### src/rtl/demux4_deser.sv
// -----------------------------------------------------------------------------
// demux4_deser
// 4-way demultiplexing deserializer. Elements of W bits arrive one per accept
// and are steered into four lane registers by a 2-bit slot counter (slot n ->
// lane n). A completed group of four, or a flushed partial group, is packed
// into one 4*W word and held in a single-entry valid/ready output buffer.
//
// Ports:
//   clk        rising-edge clock
//   reset      asynchronous active-high reset
//   in_data    input element (W bits)
//   in_valid   producer has in_data
//   in_ready   block accepts in_data this cycle
//   flush      single-cycle request to emit a partial group
//   out_data   packed word {lane3, lane2, lane1, lane0}
//   out_count  number of valid lanes in out_data (1..4)
//   out_valid  out_data/out_count valid
//   out_ready  consumer takes the word this cycle
//   lane_sel   one-hot decode of the current slot
// -----------------------------------------------------------------------------
module demux4_deser #(
    parameter int W = 8
) (
    input  logic             clk,
    input  logic             reset,
    input  logic [W-1:0]     in_data,
    input  logic             in_valid,
    output logic             in_ready,
    input  logic             flush,
    output logic [4*W-1:0]   out_data,
    output logic [2:0]       out_count,
    output logic             out_valid,
    input  logic             out_ready,
    output logic [3:0]       lane_sel
);

    // State
    logic [1:0]          slot_q, slot_d;
    logic [3:0][W-1:0]   lane_q, lane_d;
    logic [4*W-1:0]      out_data_q, out_data_d;
    logic [2:0]          out_count_q, out_count_d;
    logic                out_valid_q, out_valid_d;

    // Datapath helpers
    logic                accept;
    logic                complete;
    logic                flush_ok;
    logic                flush_emit;
    logic                load;
    logic [2:0]          fill;
    logic [3:0]          lane_we;
    logic [3:0][W-1:0]   merged;
    logic [4*W-1:0]      word;

    assign lane_sel = 4'b0001 << slot_q;

    // Only the group-completing element is held back by a stalled buffer, so
    // the sole combinational path into in_ready comes from out_ready.
    assign in_ready = !((slot_q == 2'd3) && out_valid_q && !out_ready);
    assign accept   = in_valid && in_ready;
    assign complete = accept && (slot_q == 2'd3);

    // Lanes filled once any same-edge accept is counted (0..4).
    assign fill     = {1'b0, slot_q} + {2'b00, accept};

    assign flush_ok   = !out_valid_q || out_ready;
    // A completing accept already emits a full word, which absorbs the flush.
    assign flush_emit = flush && !complete && flush_ok && (fill != 3'd0);
    assign load       = complete || flush_emit;

    genvar gi;
    generate
        for (gi = 0; gi < 4; gi++) begin : g_lane
            assign lane_we[gi] = accept && lane_sel[gi];
            // Lane contents as they would be after this edge's write; this is
            // the bypass that lets the 4th element land in the word directly.
            assign merged[gi]  = lane_we[gi] ? in_data : lane_q[gi];
            // Lanes beyond the fill count read as zero in a partial word.
            assign word[gi*W +: W] = (fill > 3'(gi)) ? merged[gi] : '0;
            // Lanes are cleared whenever a word is emitted.
            assign lane_d[gi]  = load ? '0 : merged[gi];
        end
    endgenerate

    always_comb begin
        slot_d      = slot_q;
        out_data_d  = out_data_q;
        out_count_d = out_count_q;
        out_valid_d = out_valid_q;

        if (load) begin
            slot_d = 2'd0;
        end else if (accept) begin
            slot_d = slot_q + 2'd1;
        end

        if (load) begin
            out_data_d  = word;
            out_count_d = fill;
            out_valid_d = 1'b1;
        end else if (out_ready) begin
            out_valid_d = 1'b0;
        end
    end

    always_ff @(posedge clk or posedge reset) begin
        if (reset) begin
            slot_q      <= 2'd0;
            lane_q      <= '0;
            out_data_q  <= '0;
            out_count_q <= 3'd0;
            out_valid_q <= 1'b0;
        end else begin
            slot_q      <= slot_d;
            lane_q      <= lane_d;
            out_data_q  <= out_data_d;
            out_count_q <= out_count_d;
            out_valid_q <= out_valid_d;
        end
    end

    assign out_data  = out_data_q;
    assign out_count = out_count_q;
    assign out_valid = out_valid_q;

endmodule

### config.mk
export PLATFORM = sky130hd
export DESIGN_NAME = demux4_deser
export DESIGN_NICKNAME = d
export VERILOG_FILES = /design/src/rtl/demux4_deser.sv
export SDC_FILE = /design/constraint.sdc
export NUM_CORES = 1
export LEC_CHECK = 0
export ABC_AREA = 1
export CAP_MARGIN = 20
export CORE_MARGIN = 3
export CORE_UTILIZATION = 30
export CTS_CLUSTER_DIAMETER = 30
export DETAILED_ROUTE_END_ITERATION = 10
export PLACE_DENSITY_LB_ADDON = 0.1
export SLEW_MARGIN = 20
export SYNTH_ARGS = -nofsm -noshare
export SYNTH_HDL_FRONTEND = slang
export SYNTH_SLANG_ARGS = --single-unit
### constraint.sdc
create_clock -name clk -period 3.1 [get_ports clk]
set_clock_uncertainty 0.05 [all_clocks]
set_input_delay 0.62 -clock clk [delete_from_list [all_inputs] [get_ports clk]]
set_output_delay 0.62 -clock clk [all_outputs]
set_load 0.01 [all_outputs]
==> metrics.cfg, run 1 <==
[outcome]
status = finished clean

[floorplanning]
initial_core_util = 0.312
ioPinCount = 54
floorplan.die_area_um2 = 12200
core-area_um2 = 10500
die_w_um = 110
num_rows = 37
die_h_um = 110

[worst_setup_path]
reg2reg_to = out_data[15]
reg2reg_from = slot_q[0]
critPathArrivalTime_ns = 2.15
cp_common_cell = clkdlybuf4s50_1
path_class = input pin to primary output
endpoint = in_ready
path_cells = clkdlybuf4s50_1, inv_2, nand3_1, buf_4, clkdlybuf4s50_1
cp.required_ns = 2.43
r2r_cells = 15
cp_max_fo = 28
crit_path_start_kind = input pin
end_kind = primary output
cpMaxStageDelayCell = clkdlybuf4s50_1
rrSetupSlack_ns = 0.60
critPathLaunch = out_ready
cp_slowest_stage_delay_ns = 0.62

[sta]
setup_viol = 0
fin_crit_sh = 0.910
grt_setup_unrepaired = no
finalHoldViolCount = 0
min_period_ns = 2.82
tightest_slew_ns = 0.421
fin_setup_tns_ns = 0
fmax_mhz = 354
relSlewSlack = 0.719
finalMaxSlewViolations = 0

[logic_synthesis]
yosysUniqueCellTypes = 24
ys_warn_count = 0
avgSynthCellArea_um2 = 8.81
synth_top_area_share = 0.536
synthesis.nets = 392
syn_area_um2 = 3270
synth.most_common_cell = nand2_1
syn_inst = 371
synthFlopType = dfrtp_1
yosysSeqAreaShare = 0.536
yosysTopAreaCell = dfrtp_1
synth-async-reset-ratio = 1.00
ys_ff_latch = 70
synthTopCellsByArea = dfrtp_1, nand2_1, nand4_1
yosys-top-cells-count = nand2_1, dfrtp_1, a21oi_1, nand4_1, nand3_1
synth_edf_count = 0

[clock_tree]
cts_hold_buf = 0
clkTransAtPathRegs_ns = 0.07
ctsResizeCount = 0
clock_latency_ns = 0.34
cts.sinks = 70
cts_tree = built
postCtsSetupRepairBufs = 0
clockBufferDepth = 2
root_buffer = clkbuf_8
cts_inserted_buffers = 9
h-tree-depth = 3

[grt]
grt_max_degree = 71
grt_pass1_wl_um = 13700
grt_pass1_vias = 2594
grt.overflow.total = 0
antenna_found_initial = 0
gr-usage-all-layers = 0.151

[power_and_ir_drop]
p_per_area_nw_per_um2 = 862
fin_total_pwr_mw = 3.56
ir_drop_v = 0.000295
p_leak_nw = 2.11

[drt]
drt.antenna.violating_nets = 0
drtIter0Drc = 100
drt_pre_antenna_iters = 4
viasPerCell = 4.64
drt-total-wl_um = 8510
post_drt_wl_per_cell_um = 15.0
vias = 2629
drc = 0

[cells_and_area]
drive_gt1_frac = 0.119
syn_to_final_growth_pct = 26.5
fin_nets = 446
final_core_util = 0.395
n_antenna_cell = 0

[flow_run]
maxCapViolCount = 0

[placement]
io_buffer_count = 53
gp_congestion = 0.778
dp_hpwl_um = 5570

[min_path]
hp-class = flop to flop

per-layer routing:
metal	GRT usage	routed length, um	vias up	share of wire
li1	-	-	1328	-
met1	0.213	4150	1227	0.49
met2	0.224	3860	57	0.45
met3	0.0291	296	17	0.035
met4	0.0695	206	0	0.024
met5	0	0	-	0
state kept, by name (all words and copies together) (netlist names):
name	cells
out_valid	1
slot_q	2
lane_q	32
out_count	3
out_data	32
cell families after synthesis:
group,Yosys count,share of synthesized area
compound gates,40,0.0719
fa+ha+maj,8,0.0306
buf+inv,33,0.0589
flops,70,0.536
simple gates,220,0.303
stage by stage:
step	cells	instance area [um^2]	hold slack, ns	setup slack [ns]
2_1_floorplan	371	3270	0.453	0.495
3_3_place_gp	550	3940	0.415	0.168
3_5_place_dp	550	3940	0.415	0.113
4_1_cts	566	4140	0.437	0.272
5_1_grt	566	4140	0.447	0.179
6_report	566	4140	0.430	0.278
cell type report:
| type | instances | area (um^2) |
|---|---|---|
| Inverter | 11 | 43.8 |
| Multi-Input combinational cell | 268 | 1330 |
| Clock inverter | 4 | 45.0 |
| Timing Repair Buffer | 65 | 646 |
| Fill cell | 1129 | 6330 |
| Tap cell | 136 | 170 |
| Clock buffer | 12 | 155 |
| Sequential cell | 70 | 1750 |
report_power, final:
group / leakage [nW] / total [mW] / switching, mW / internal (mW)
sequential: 0.948 / 1.34 / 0.138 / 1.20
combinational: 1.05 / 1.47 / 0.837 / 0.632
clock: 0.106 / 0.757 / 0.345 / 0.412
how the worst min path moves through the flow:
stage / slack (ns) / cells past startpoint / startpoint / end
6_report: 0.43 / 2 / out_data[16] / out_data[16]
3_3_place_gp: 0.42 / 2 / out_data[21] / out_data[21]
2_1_floorplan: 0.45 / 2 / lane_q[0] / lane_q[0]
3_5_place_dp: 0.41 / 2 / out_data[0] / out_data[0]
4_1_cts: 0.44 / 2 / out_data[16] / out_data[16]
5_1_grt: 0.45 / 2 / out_data[17] / out_data[17]
cell usage in the layout, fill, tap and decap left out, types with 6 or more instances in the layout:
cell type,netlist,layout
nand2_1,160,160
dfrtp_1,70,70
clkdlybuf4s50_1,0,53
nand4_1,32,32
a21oi_1,32,32
nand3_1,11,11
clkbuf_8,0,11
buf_4,4,10
nand2_2,9,9
ha_1,8,8
inv_1,7,6
worst max-delay path, delay by kind of cell:
kind | cells | cell delay, ns
and+or+nand+nor | 1 | 0.08
buffers and inverters | 4 | 1.45
Power figures use the tool's default switching activity.
==> run 2, diff against run 1 <==
- CAP_MARGIN: 20 -> not set
- SLEW_MARGIN: 20 -> not set
==> results of run 2 <==
No change in the layout: final DEF, timing and power equal those of run 1.
==> run 3, diff against run 2 <==
- REMOVE_ABC_BUFFERS: not set -> 1
==> run 3 against run 2 <==
  * Die area unchanged
  * Register-to-register slack got worse by 0.03 ns
  * Global-route usage increased by 0.18 points
  * Via count increased by 0.49%
  * Non-clock buffer count increased by 3
  * Cell area increased by 0.82%
  * Critical path depth unchanged
  * Sequential power about the same
  * Wire length decreased by 0.74%
  * Largest power group unchanged
==> metrics.cfg, run 3 (synthesis gave the netlist of run 1 again) <==
[clock_tree]
root_buffer = clkbuf_8
postCtsSetupRepairBufs = 0  ; unchanged
ctsResizeCount = 0  ; unchanged
clock_latency_ns = 0.34  ; about the same
cts_tree = built
clockBufferDepth = 2  ; unchanged
cts_inserted_buffers = 9  ; unchanged
cts_hold_buf = 0  ; unchanged
clkTransAtPathRegs_ns = 0.08  ; about the same
h-tree-depth = 3  ; unchanged
cts.sinks = 70  ; unchanged

[cells_and_area]
fin_area_um2 = 4170  ; +0.82%
fin_nets = 449  ; +0.67%
layout_commonest_cell = nand2_1
layout_common_cells = nand2_1, dfrtp_1, clkdlybuf4s50_1, nand4_1, a21oi_1
fillers = 1103  ; -2.3%
drive_gt1_frac = 0.127  ; +0.00842
n_antenna_cell = 0  ; unchanged
syn_to_final_growth_pct = 27.6

[floorplanning]
floorplan.die_area_um2 = 12200  ; unchanged
initial_core_util = 0.312  ; unchanged
ioPinCount = 54  ; unchanged
die_w_um = 110  ; unchanged
die_h_um = 110  ; unchanged
core-area_um2 = 10500  ; unchanged
num_rows = 37  ; unchanged

[power_and_ir_drop]
p_leak_nw = 2.13  ; +0.80%
ir_drop_v = 0.000310  ; +5.0%
fin_total_pwr_mw = 3.69  ; +3.6%
p_per_area_nw_per_um2 = 886  ; +2.8%

[worst_setup_path]
reg2reg_from = slot_q[0]
rrSetupSlack_ns = 0.57  ; -0.03 ns
cp_slowest_stage_delay_ns = 0.61  ; about the same
crit_path_start_kind = input pin
critPathLaunch = out_ready
reg2reg_to = out_count[2]
endpoint = in_ready
cpMaxStageDelayCell = clkdlybuf4s50_1
path_class = input pin to primary output
cp_num_buf_inv = 4  ; unchanged
cp.required_ns = 2.43  ; about the same
cp_max_fo = 28  ; unchanged
critPathArrivalTime_ns = 2.17  ; +0.02 ns
r2r_cells = 15  ; unchanged
end_kind = primary output
cp_top_family = buffers and inverters
cp_num_cells = 5  ; unchanged
cp_common_cell = clkdlybuf4s50_1
path_cells = clkdlybuf4s50_1, inv_2, nand3_1, buf_4, clkdlybuf4s50_1

[grt]
grt.met3_usage = 0.0274  ; -0.00175
grt_max_degree = 37  ; -48%
grt_busiest_layer = met2
grt.overflow.total = 0  ; unchanged
antenna_found_initial = 0  ; unchanged
gr-usage-all-layers = 0.153  ; +0.00184
grt_pass1_wl_um = 13900  ; +1.8%
grt_pass1_vias = 2676  ; +3.2%
use_met1 = 0.201  ; -0.0123
grtUsageMet2 = 0.252  ; +0.0273

[sta]
fin_setup_tns_ns = 0  ; unchanged
timing.hold.ws_ns = 0.428  ; -0.00201 ns
fin_crit_sh = 0.916  ; +0.00579
min_period_ns = 2.84  ; +0.0180 ns
grt_setup_unrepaired = no
finalMaxSlewViolations = 0  ; unchanged
fmax_mhz = 352  ; -0.63%
relSlewSlack = 0.692  ; -0.0276
setup_viol = 0  ; unchanged
tightest_slew_ns = 0.463  ; +0.0413 ns
finalHoldViolCount = 0  ; unchanged
setup_slack_ns = 0.260  ; -0.0180 ns

[placement]
placed_area_um2 = 3930  ; about the same
gp_congestion = 0.762  ; -2.0%
io_buffer_count = 53  ; unchanged
dp_hpwl_um = 5810  ; +4.3%
place_ws_ns = 0.0904  ; -0.0225 ns

[drt]
drt_pre_antenna_iters = 4  ; unchanged
vias = 2642  ; +0.49%
drt-total-wl_um = 8450  ; -0.74%
drt.antenna.violating_nets = 0  ; unchanged
viasPerCell = 4.64  ; about the same
drtIter0Drc = 110  ; +10%
drc = 0  ; unchanged
post_drt_wl_per_cell_um = 14.8  ; -1.3%

[min_path]
hp-class = input pin to asynchronous set/reset pin

[outcome]
status = finished clean

[flow_run]
maxCapViolCount = 0  ; unchanged

==> run 3: cell count changes in the layout (fill, tap and decap cells not counted) <==
cell,delta
clkbuf_8,-2
buf_4,+5
clkinvlp_4,+1
buf_12,-2
clkbuf_1,-1
bufinv_16,+2
==> run 3: per-layer routing <==
| layer | vias to the layer above | share of wire |
|---|---|---|
| met2 | 45 | 0.49 |
| met4 | 0 | 0.016 |
| met1 | 1255 | 0.46 |
| li1 | 1332 | - |
| met5 | - | 0 |
| met3 | 10 | 0.027 |
==> run 3: area by class of cell <==
class                      instances  area (um^2)  share of cell area
clock buffer                       9          124              0.0297
inverter                          11         43.8              0.0105
sequential                        70         1750               0.420
multi-input combinational        268         1330               0.318
clock inverter                     7          113              0.0270
timing repair buffer              68          643               0.154
tap                              136          170              0.0408
==> run 3: worst min-delay path by stage <==
stage / startpoint / end / slack (ns)
final: reset / out_data[17] / 0.43
after global routing: reset / out_data[17] / 0.44
after CTS: reset / out_data[17] / 0.42
after detailed placement: out_data[3] / out_data[3] / 0.41
after global placement: out_data[16] / out_data[16] / 0.41
after floorplan: lane_q[0] / lane_q[0] / 0.45
==> run 3: where the power goes <==
group	internal, mW	switching [mW]	leakage [nW]
Sequential	1.20	0.136	0.948
Clock	0.530	0.361	0.119
Combinational	0.629	0.837	1.06
Total	2.36	1.33	2.13
==> run 3: per-stage QoR <==
step                cells  utilization
finish                569        0.399
global route          569        0.399
CTS                   569        0.399
detailed placement    553        0.376
global placement      553        0.376
floorplan             349            -
